## config.mk

```make
export PLATFORM = sky130hd
export DESIGN_NAME = sync_timer
export DESIGN_NICKNAME = d
export VERILOG_FILES = /design/src/rtl/vga_timing_pkg.sv /design/src/rtl/pixel_divider.sv /design/src/rtl/sync_timer.sv
export SDC_FILE = /design/constraint.sdc
export NUM_CORES = 1
export LEC_CHECK = 0
export ABC_CLOCK_PERIOD_IN_PS = 2050
export BUFFER_PORTS_ARGS = -buffer_cell sky130_fd_sc_hd__buf_4
export CORE_ASPECT_RATIO = 0.8
export CORE_MARGIN = 2
export CORE_UTILIZATION = 40
export CTS_BUF_LIST = sky130_fd_sc_hd__clkbuf_8
export DETAILED_ROUTE_END_ITERATION = 6
export GPL_TIMING_DRIVEN = 1
export SYNTH_ARGS = -nofsm -noshare
export SYNTH_HDL_FRONTEND = slang
export SYNTH_SLANG_ARGS = --single-unit
```

## constraint.sdc

```tcl
create_clock -name clk -period 2.05 [get_ports clk]
set_input_delay 0.41 -clock clk [delete_from_list [all_inputs] [get_ports clk]]
set_output_delay 0.41 -clock clk [all_outputs]
set_load 0.01 [all_outputs]
```

## src/rtl/vga_timing_pkg.sv

```systemverilog
// Shared timing definitions for the horizontal and vertical sync timers:
// state encoding, default VGA-style lengths and the sync polarity helper.
package vga_timing_pkg;

  typedef enum logic [2:0] {
    ST_OFF    = 3'd0,
    ST_PULSE  = 3'd1,
    ST_BACK   = 3'd2,
    ST_ACTIVE = 3'd3,
    ST_FRONT  = 3'd4
  } timer_state_t;

  localparam int DEF_PULSE_CYCLES  = 384;
  localparam int DEF_BACK_CYCLES   = 192;
  localparam int DEF_ACTIVE_CYCLES = 2560;
  localparam int DEF_FRONT_CYCLES  = 64;
  localparam int DEF_PIXEL_DIV     = 20;

  // Map a logical "sync asserted" onto the pin level for the chosen polarity.
  function automatic logic sync_level(input logic asserted, input logic active_low);
    return active_low ? ~asserted : asserted;
  endfunction

endpackage

```

## src/rtl/pixel_divider.sv

```systemverilog
// Divides advance ticks down to pixels inside ACTIVE and keeps a saturating
// pixel index. Everything clears whenever the timer is not in ACTIVE.
module pixel_divider #(
  parameter int PIXEL_DIV = 20,
  parameter int PIX_W     = 7
) (
  input  logic             clk,
  input  logic             reset,
  input  logic             active,
  input  logic             advance,
  input  logic             leave,
  output logic [PIX_W-1:0] pixel,
  output logic             strobe
);

  localparam int DIV_W = (PIXEL_DIV > 1) ? $clog2(PIXEL_DIV) : 1;
  localparam logic [DIV_W-1:0] DIV_LAST = DIV_W'(PIXEL_DIV - 1);
  localparam logic [PIX_W-1:0] PIX_MAX  = '1;

  logic [DIV_W-1:0] div_q;
  logic [PIX_W-1:0] pix_q;

  // Divider and pixel index; leaving ACTIVE wins over a same-cycle increment.
  always_ff @(posedge clk) begin
    if (reset || !active || leave) begin
      div_q <= '0;
      pix_q <= '0;
    end else if (advance) begin
      if (div_q == DIV_LAST) begin
        div_q <= '0;
        if (pix_q != PIX_MAX) pix_q <= pix_q + 1'b1;
      end else begin
        div_q <= div_q + 1'b1;
      end
    end
  end

  assign pixel  = pix_q;
  assign strobe = active && advance && (div_q == '0);

endmodule

```

## src/rtl/sync_timer.sv

```systemverilog
// One axis of a display timing generator: OFF -> PULSE -> BACK -> ACTIVE ->
// FRONT -> PULSE ... with each state lasting a fixed number of advance ticks.
// Cascade a vertical instance by feeding it the horizontal period_end.
module sync_timer
  import vga_timing_pkg::*;
#(
  parameter int PULSE_CYCLES    = DEF_PULSE_CYCLES,
  parameter int BACK_CYCLES     = DEF_BACK_CYCLES,
  parameter int ACTIVE_CYCLES   = DEF_ACTIVE_CYCLES,
  parameter int FRONT_CYCLES    = DEF_FRONT_CYCLES,
  parameter int PIXEL_DIV       = DEF_PIXEL_DIV,
  parameter int PIX_W           = 7,
  parameter int CNT_W           = 13,
  parameter bit SYNC_ACTIVE_LOW = 1'b1
) (
  input  logic             clk,
  input  logic             reset,
  input  logic             advance,
  output logic             sync,
  output logic             display_active,
  output logic [PIX_W-1:0] pixel,
  output logic             pixel_strobe,
  output logic             period_end
);

  // Parameter sanity: bad lengths would silently produce a broken period.
  if (PULSE_CYCLES < 1 || BACK_CYCLES < 1 || ACTIVE_CYCLES < 1 ||
      FRONT_CYCLES < 1 || PIXEL_DIV < 1) begin : g_bad_len
    $error("sync_timer: every length and PIXEL_DIV must be at least 1");
  end
  if ((PULSE_CYCLES - 1) >= (1 << CNT_W) || (BACK_CYCLES - 1) >= (1 << CNT_W) ||
      (ACTIVE_CYCLES - 1) >= (1 << CNT_W) || (FRONT_CYCLES - 1) >= (1 << CNT_W)) begin : g_bad_cnt_w
    $error("sync_timer: a state length minus 1 does not fit in CNT_W bits");
  end
  if (PIXEL_DIV >= 1 && (ACTIVE_CYCLES % PIXEL_DIV) != 0) begin : g_bad_div
    $error("sync_timer: ACTIVE_CYCLES must be a multiple of PIXEL_DIV");
  end

  timer_state_t     state_q, state_d;
  logic [CNT_W-1:0] cnt_q, cnt_d;
  logic             cnt_last;
  logic             step_end;
  logic             in_active;
  logic [PIX_W-1:0] pix_raw;
  logic             strobe_raw;

  // Final counter value of the current state.
  function automatic logic [CNT_W-1:0] last_cnt(input timer_state_t s);
    case (s)
      ST_PULSE:  return CNT_W'(PULSE_CYCLES - 1);
      ST_BACK:   return CNT_W'(BACK_CYCLES - 1);
      ST_ACTIVE: return CNT_W'(ACTIVE_CYCLES - 1);
      ST_FRONT:  return CNT_W'(FRONT_CYCLES - 1);
      default:   return '0;
    endcase
  endfunction

  assign cnt_last  = (cnt_q == last_cnt(state_q));
  assign step_end  = advance && cnt_last && (state_q != ST_OFF);
  assign in_active = (state_q == ST_ACTIVE);

  // State register and state counter; reset dominates everything.
  always_ff @(posedge clk) begin
    if (reset) begin
      state_q <= ST_OFF;
      cnt_q   <= '0;
    end else begin
      state_q <= state_d;
      cnt_q   <= cnt_d;
    end
  end

  // Next state and counter: OFF is a single-clock stop regardless of advance.
  always_comb begin
    state_d = state_q;
    cnt_d   = cnt_q;
    case (state_q)
      ST_OFF:    state_d = ST_PULSE;
      ST_PULSE:  if (step_end) state_d = ST_BACK;
      ST_BACK:   if (step_end) state_d = ST_ACTIVE;
      ST_ACTIVE: if (step_end) state_d = ST_FRONT;
      ST_FRONT:  if (step_end) state_d = ST_PULSE;
      default:   state_d = ST_OFF;
    endcase
    if (state_q == ST_OFF)  cnt_d = '0;
    else if (step_end)      cnt_d = '0;
    else if (advance)       cnt_d = cnt_q + 1'b1;
  end

  pixel_divider #(
    .PIXEL_DIV (PIXEL_DIV),
    .PIX_W     (PIX_W)
  ) u_pixel_divider (
    .clk     (clk),
    .reset   (reset),
    .active  (in_active),
    .advance (advance),
    .leave   (in_active && step_end),
    .pixel   (pix_raw),
    .strobe  (strobe_raw)
  );

  // Decoded outputs; held inactive while reset is high so nothing leaks out.
  always_comb begin
    sync           = sync_level(!reset && (state_q == ST_PULSE), SYNC_ACTIVE_LOW);
    display_active = !reset && in_active;
    pixel          = reset ? '0 : pix_raw;
    pixel_strobe   = !reset && strobe_raw;
    period_end     = !reset && (state_q == ST_FRONT) && advance && cnt_last;
  end

endmodule

```

==> qor.csv, run 1 <==
metric,value,unit
post-route ant nets,0,
mux cell area share after synthesis,2.98,%
Netlist cell types,41,
Final Hold Viols,0,
peak supply drop,0.388,mV
most common cell in the netlist,dfxtp_1,
Final setup viols,13,
die area,4290,um^2
"Period Utilization, post-route",111,%
first-pass GRT wire length,5340,um
hold crit path type,in2reg,
xor and xnor fraction of the mapped netlist area,12.2,%
Logic pwr share,8.6,%
Post-synth EDFFs,0,
Num CTS Buffers,3,
IO Pins,14,
setup TNS,-1.08,ns
CTS H-Tree Depth,1,
cts hold-fix bufs,0,
CORE AREA,3520,um^2
CP startpoint kind,flip-flop,
"Slew Viols, Final",0,
Ant. Diodes,0,
clock root buffer master,clkbuf_8,
DIE WIDTH,72.7,um
grt met1 use,21.4,%
Vias/cell,5.40,
Post-Syn Area,1510,um^2
simple-gate area share of the yosys netlist,35.2,%
filler cell count,349,
adder-cell share of the synthesized area,3.31,%
Leak,0.696,nW
Avg Synthesized Cell Area,8.59,um^2
Synth area leader,dfxtp_1,
critical path cell sequence,or4b_4 > nor4_4 > nand3_2 > nor3_2 > buf_4,
Max Cap Violations,0,
Synth Area in Compound Gates,6.37,%
GRT Resource Usage Total,16.1,%
GR peak layer,met2,
"Max FO, Critical Path",2,
Top delay family on crit path,simple AND/OR/NAND/NOR gates,
Tmin final,2.28,ns
"top cells by area, synth","dfxtp_1 37%, xor2_1 8.7%, nor2_1 5.7%, nand4_1 4.6%, nor2_2 4.6%",
worst path bufs/invs,1,
Clock Pin Slew Worst Setup and Hold Paths,0.10,ns
HPWL Detailed,2230,um
DRT iter0 DRCs,59,
clk buf depth,2,
pwr dens,531,nW/um^2
main combinational cell family by area after synthesis,simple AND/OR/NAND/NOR gates,
synthesized net count,183,
drt first pass iters,4,
CTS tree,built,
slew margin rel.,74.3,%
"Arr. time, crit path",1.87,ns
Port-buffer cells,13,
post-synth top area share,37.1,%
RSZ-0062 raised after global routing,yes,
sw power,0.230,mW
initial cell density of the core,43.0,%
clk_lat worst skew,0.28,ns
met3 Usage GRT,4.25,%
post-synthesis cell count,176,
total vias in the final route,1306,
#FFs+latches synth,28,
Setup CP Type,reg2out,
initial antenna violation count,0,
share of cells above drive strength 1,27.0,%
outcome,"finished, violations left",
crit-path max cell delay,0.56,ns
Crit. End Element,primary output,
fin nets,208,
slowest cell on the critical path,or4b_4,
placer congestion estimate,0.830,
reg-to-reg startpoint,cnt_q[12]$_SDFFE_PP0P_,
Post-Route WL,3240,um
total grt overflow,0,
routed length per instance,13.4,um
GR Util met2,26.1,%
Hold Path End,state_q[2]$_SDFFE_PP0P_,
Hold Path Depth,2,
clock sinks,28,
Final Core Density,53.0,%
sequential element share of the synthesized area,37.1,%
yosys warns,0,
drt drc,0,
slack of the critical path,-0.227,ns
synth cell count leaders,"28 x dfxtp_1, 23 x nor2_1, 15 x nand2_1, 15 x xor2_1",
WP data required,1.64,ns
layout overhead on the synthesized area,23.3,%
Internal Dissipation,0.760,mW
worst-margin pin slew,0.383,ns
sw frac,23.2,%
hold_sp,reset,
vias in the first global route,1170,
FF-to-FF setup slack,-0.09,ns
Rows,19,
clock share of power,35.4,%
top_reg_cell synth,dfxtp_1,
failing checks,setup timing,
Worst R2R Path Depth,8,
Worst Skew,0.00522,ns
largest net degree at the start of global routing,16,
Die Ht,59.0,um
fmax,439,MHz
reg2reg end,u_pixel_divider.div_q[2]$_SDFFE_PP0P_,
Reg power frac,56.0,%
asr flop ratio synth,0,%
[layout make-up]
cell class | count | area [um^2] | share of cell area (%)
Tap cell | 42 | 52.6 | 2.82
Clock buffer | 4 | 55.1 | 2.95
Inverter | 2 | 7.51 | 0.403
Sequential cell | 28 | 566 | 30.4
Multi-Input combinational cell | 140 | 941 | 50.5
Timing Repair Buffer | 26 | 241 | 13.0
[cells in the final DEF (no fill, tap or decap), drive strengths merged]
master	instances
a21oi	2
a311oi	1
a31oi	1
a41oi	1
and3	5
and4b	2
buf	25
clkbuf	5
dfxtp	28
ha	4
inv	2
mux2	1
mux2i	3
nand2	15
nand2b	1
nand3	4
nand3b	1
nand4	11
nand4b	1
nor2	34
nor2b	11
nor3	5
nor3b	1
nor4	2
o21a	2
o21ai	6
o22ai	1
o31ai	1
or3	1
or4	1
or4b	1
xnor2	6
xor2	15
[stage by stage]
stage | power, mW | hold slack, ns | setup slack [ns] | instances | area [um^2]
6_report | 0.989 | 0.393 | -0.227 | 242 | 1860
5_1_grt | 1.03 | 0.404 | -0.328 | 242 | 1860
4_1_cts | 0.994 | 0.390 | -0.185 | 239 | 1800
3_5_place_dp | 0.641 | 0.486 | -0.0282 | 235 | 1730
3_3_place_gp | 0.638 | 0.486 | -0.0410 | 235 | 1730
2_1_floorplan | 0.613 | 0.454 | 0.0348 | 176 | 1510
[power by group through the flow]
stage	combinational, mW	clock (mW)	sequential, mW
2_1_floorplan	0.0505	0	0.562
3_3_place_gp	0.0733	0	0.565
3_5_place_dp	0.0752	0	0.565
4_1_cts	0.0800	0.361	0.553
5_1_grt	0.0933	0.384	0.554
6_report	0.0853	0.350	0.554
[repair_timing]
item,in CTS,in global routing
cloned,0,1
resized for setup,5,7
endpoints found under the setup margin,1,3
pin swaps,1,2
setup buffers,0,2
[worst reg2reg max path: stages (launching register included)]
cell       delay, ns
dfxtp_2         0.34
or4b_4          0.56
nor4_4          0.30
nand3_2         0.12
buf_4           0.16
buf_6           0.12
o21ai_4         0.21
clkbuf_16       0.19
nor2_2          0.04
[registers in the layout, summed over array words and instances, names as in the netlist]
signal	flops
state_q	3
cnt_q	13
u_pixel_divider.pixel	7
u_pixel_divider.div_q	5
[metal layers]
layer  vias up  share of wire (%)  wire [um]
met3         4                5.0        162
met1       609                 49       1600
met5         -                  0          0
li1        656                  -          -
met2        37                 45       1450
met4         0               0.80         26
[worst max path at each step]
stage,from,to,slack (ns),cells past startpoint
floorplan,advance,period_end,0.03,4
global placement,advance,period_end,-0.04,6
detailed placement,advance,period_end,-0.03,6
CTS,cnt_q[9]$_SDFFE_PP0P_,period_end,-0.18,5
global route,cnt_q[12]$_SDFFE_PP0P_,period_end,-0.33,5
finish,cnt_q[12]$_SDFFE_PP0P_,period_end,-0.23,5
[cell families after synthesis]
logic type / after synthesis
and+or+nand+nor: 96
DFF: 28
xor gates and xnor gates: 21
AOI/OAI and AO/OA: 15
buffers and inverters: 8
muxes: 4
adders and majority gates: 4
No activity file was read; power rests on OpenSTA's default activity.
==> run 2: changes to the inputs <==
==> constraint.sdc (replaced) <==
create_clock -name clk -period 2.05 [get_ports clk]
set_input_delay 0 -clock clk [delete_from_list [all_inputs] [get_ports clk]]
set_output_delay 0 -clock clk [all_outputs]
set_load 0.01 [all_outputs]
==> qor.csv, run 2 (synthesis results as in run 1) <==
metric,value,unit,change
outcome,completed,,
vias in the first global route,1125,,-3.8%
IO Pins,14,,unchanged
clock sinks,28,,unchanged
CTS H-Tree Depth,1,,unchanged
"commonest non-fill, non-tap cell in the layout",dfxtp_1,,
Worst Skew,0.00859,ns,+0.00337 ns
Clock Pin Slew Worst Setup and Hold Paths,0.08,ns,-0.02 ns
slew margin rel.,75.8,%,+1.5 points
drt drc,0,,unchanged
max reg flops,13,,unchanged
first-pass GRT wire length,5130,um,-4.0%
hold crit path type,in2reg,,
"Arr. time, crit path",1.95,ns,+0.08 ns
post-route ant nets,0,,unchanged
"Max FO, Critical Path",6,,+4
Ant. Diodes,0,,unchanged
share of cells above drive strength 1,21.8,%,-5.2 points
HPWL Detailed,2280,um,+2.2%
Setup CP Type,reg2out,,
CORE AREA,3520,um^2,unchanged
Die Ht,59.0,um,unchanged
Max Cap Violations,0,,unchanged
clk_lat worst skew,0.27,ns,about the same
routed length per instance,13.4,um,about the same
GRT Resource Usage Total,15.5,%,-0.56 points
cell area after layout,1750,um^2,-6.0%
worst-margin pin slew,0.363,ns,-0.0199 ns
Rows,19,,unchanged
CP startpoint kind,flip-flop,,
total grt overflow,0,,unchanged
Post-Route WL,3140,um,-3.0%
largest net degree at the start of global routing,16,,unchanged
WP data required,2.05,ns,+0.41 ns
pwr dens,525,nW/um^2,-1.2%
RSZ-0062 raised after global routing,no,,
DIE WIDTH,72.7,um,unchanged
CTS tree,built,,
"Slew Viols, Final",0,,unchanged
DRT iter0 DRCs,97,,+64%
drt first pass iters,4,,unchanged
clock root buffer master,clkbuf_8,,
die area,4290,um^2,unchanged
Vias/cell,5.30,,-1.8%
initial antenna violation count,0,,unchanged
peak supply drop,0.299,mV,-23%
Crit. End Element,primary output,,
fmax,513,MHz,+17%
"commonest non-fill, non-tap cells in the layout","27 x dfxtp_1, 23 x nor2_1, 18 x buf_4",,
Num CTS Buffers,3,,unchanged
clk buf depth,2,,unchanged
Leak,0.639,nW,-8.2%
layout overhead on the synthesized area,15.9,%,
total vias in the final route,1246,,-4.6%
Final Hold Viols,0,,unchanged
setup TNS,0,ns,+1.08 ns
fin nets,202,,-2.9%
Biggest register,cnt_q,,
initial cell density of the core,43.0,%,unchanged
placer congestion estimate,0.775,,-6.6%
"Period Utilization, post-route",95.1,%,-16 points
Port-buffer cells,13,,unchanged
Final setup viols,0,,-13
placed cell areas,1680,um^2,-2.9%
Tmin final,1.95,ns,-0.328 ns
[run 2: cell types whose count changed in the layout (fill, tap and decap cells not counted), sizes merged]
cell	previous run	this run
buf	25	19
clkbuf	5	3
dlygate4sd3	0	1
[run 2: final timing paths]
check	from	end	slack, ns	cells after the start
max	cnt_q[12]$_SDFFE_PP0P_	period_end	0.10	5
min	advance	cnt_q[0]$_SDFFE_PP0P_	0.09	3
max reg2reg	cnt_q[12]$_SDFFE_PP0P_	u_pixel_divider.div_q[4]$_SDFFE_PP0P_	0.12	6
min reg2reg	u_pixel_divider.pixel[6]$_SDFFE_PP0P_	u_pixel_divider.pixel[6]$_SDFFE_PP0P_	0.52	2
[run 2: report_power, final]
group / internal, mW / switching, mW / leakage [nW] / total (mW)
sequential: 0.547 / 0.00726 / 0.226 / 0.555
clock: 0.132 / 0.161 / 0.0216 / 0.293
combinational: 0.0305 / 0.0404 / 0.391 / 0.0710
[run 2: area by class of cell]
cell class	count	area, um^2
clock buffer	3	41.3
fill	359	1770
inverter	2	7.51
multi-input combinational	140	923
sequential	28	562
tap	42	52.6
timing repair buffer	20	165
[run 2: through the flow]
stage	util, %	power [mW]	cells	hold slack [ns]	worst slack (ns)
after global placement	47.6	0.630	230	0.276	0.200
after CTS	49.1	0.929	234	0.0836	0.0428
after floorplan	-	0.613	176	0.0464	0.245
after detailed placement	47.6	0.632	230	0.283	0.155
final	49.8	0.919	235	0.0944	0.101
after global routing	49.8	0.961	235	0.110	0.0258
[run 2: worst max-delay path: stages, from the launching register on]
cell,delay (ns)
dfxtp_1,0.33
or4b_4,0.55
nor4_2,0.31
nand3_2,0.20
nor3_2,0.16
buf_4,0.15
[run 2: what timing repair did]
action | in CTS | in global routing
gates resized for setup | 0 | 4
endpoints found under the hold margin | 1 | 0
hold buffers | 1 | 0
endpoints found under the setup margin | 0 | 27
setup buffers | 0 | 1
[run 2: layer usage]
layer  global-route usage [%]  up-vias  wire length (um)
met5                        0        -                 0
met4                     4.76        0                33
met3                     3.91        4               149
met2                     23.8       31              1380
met1                     21.7      569              1590
li1                         -      642                 -
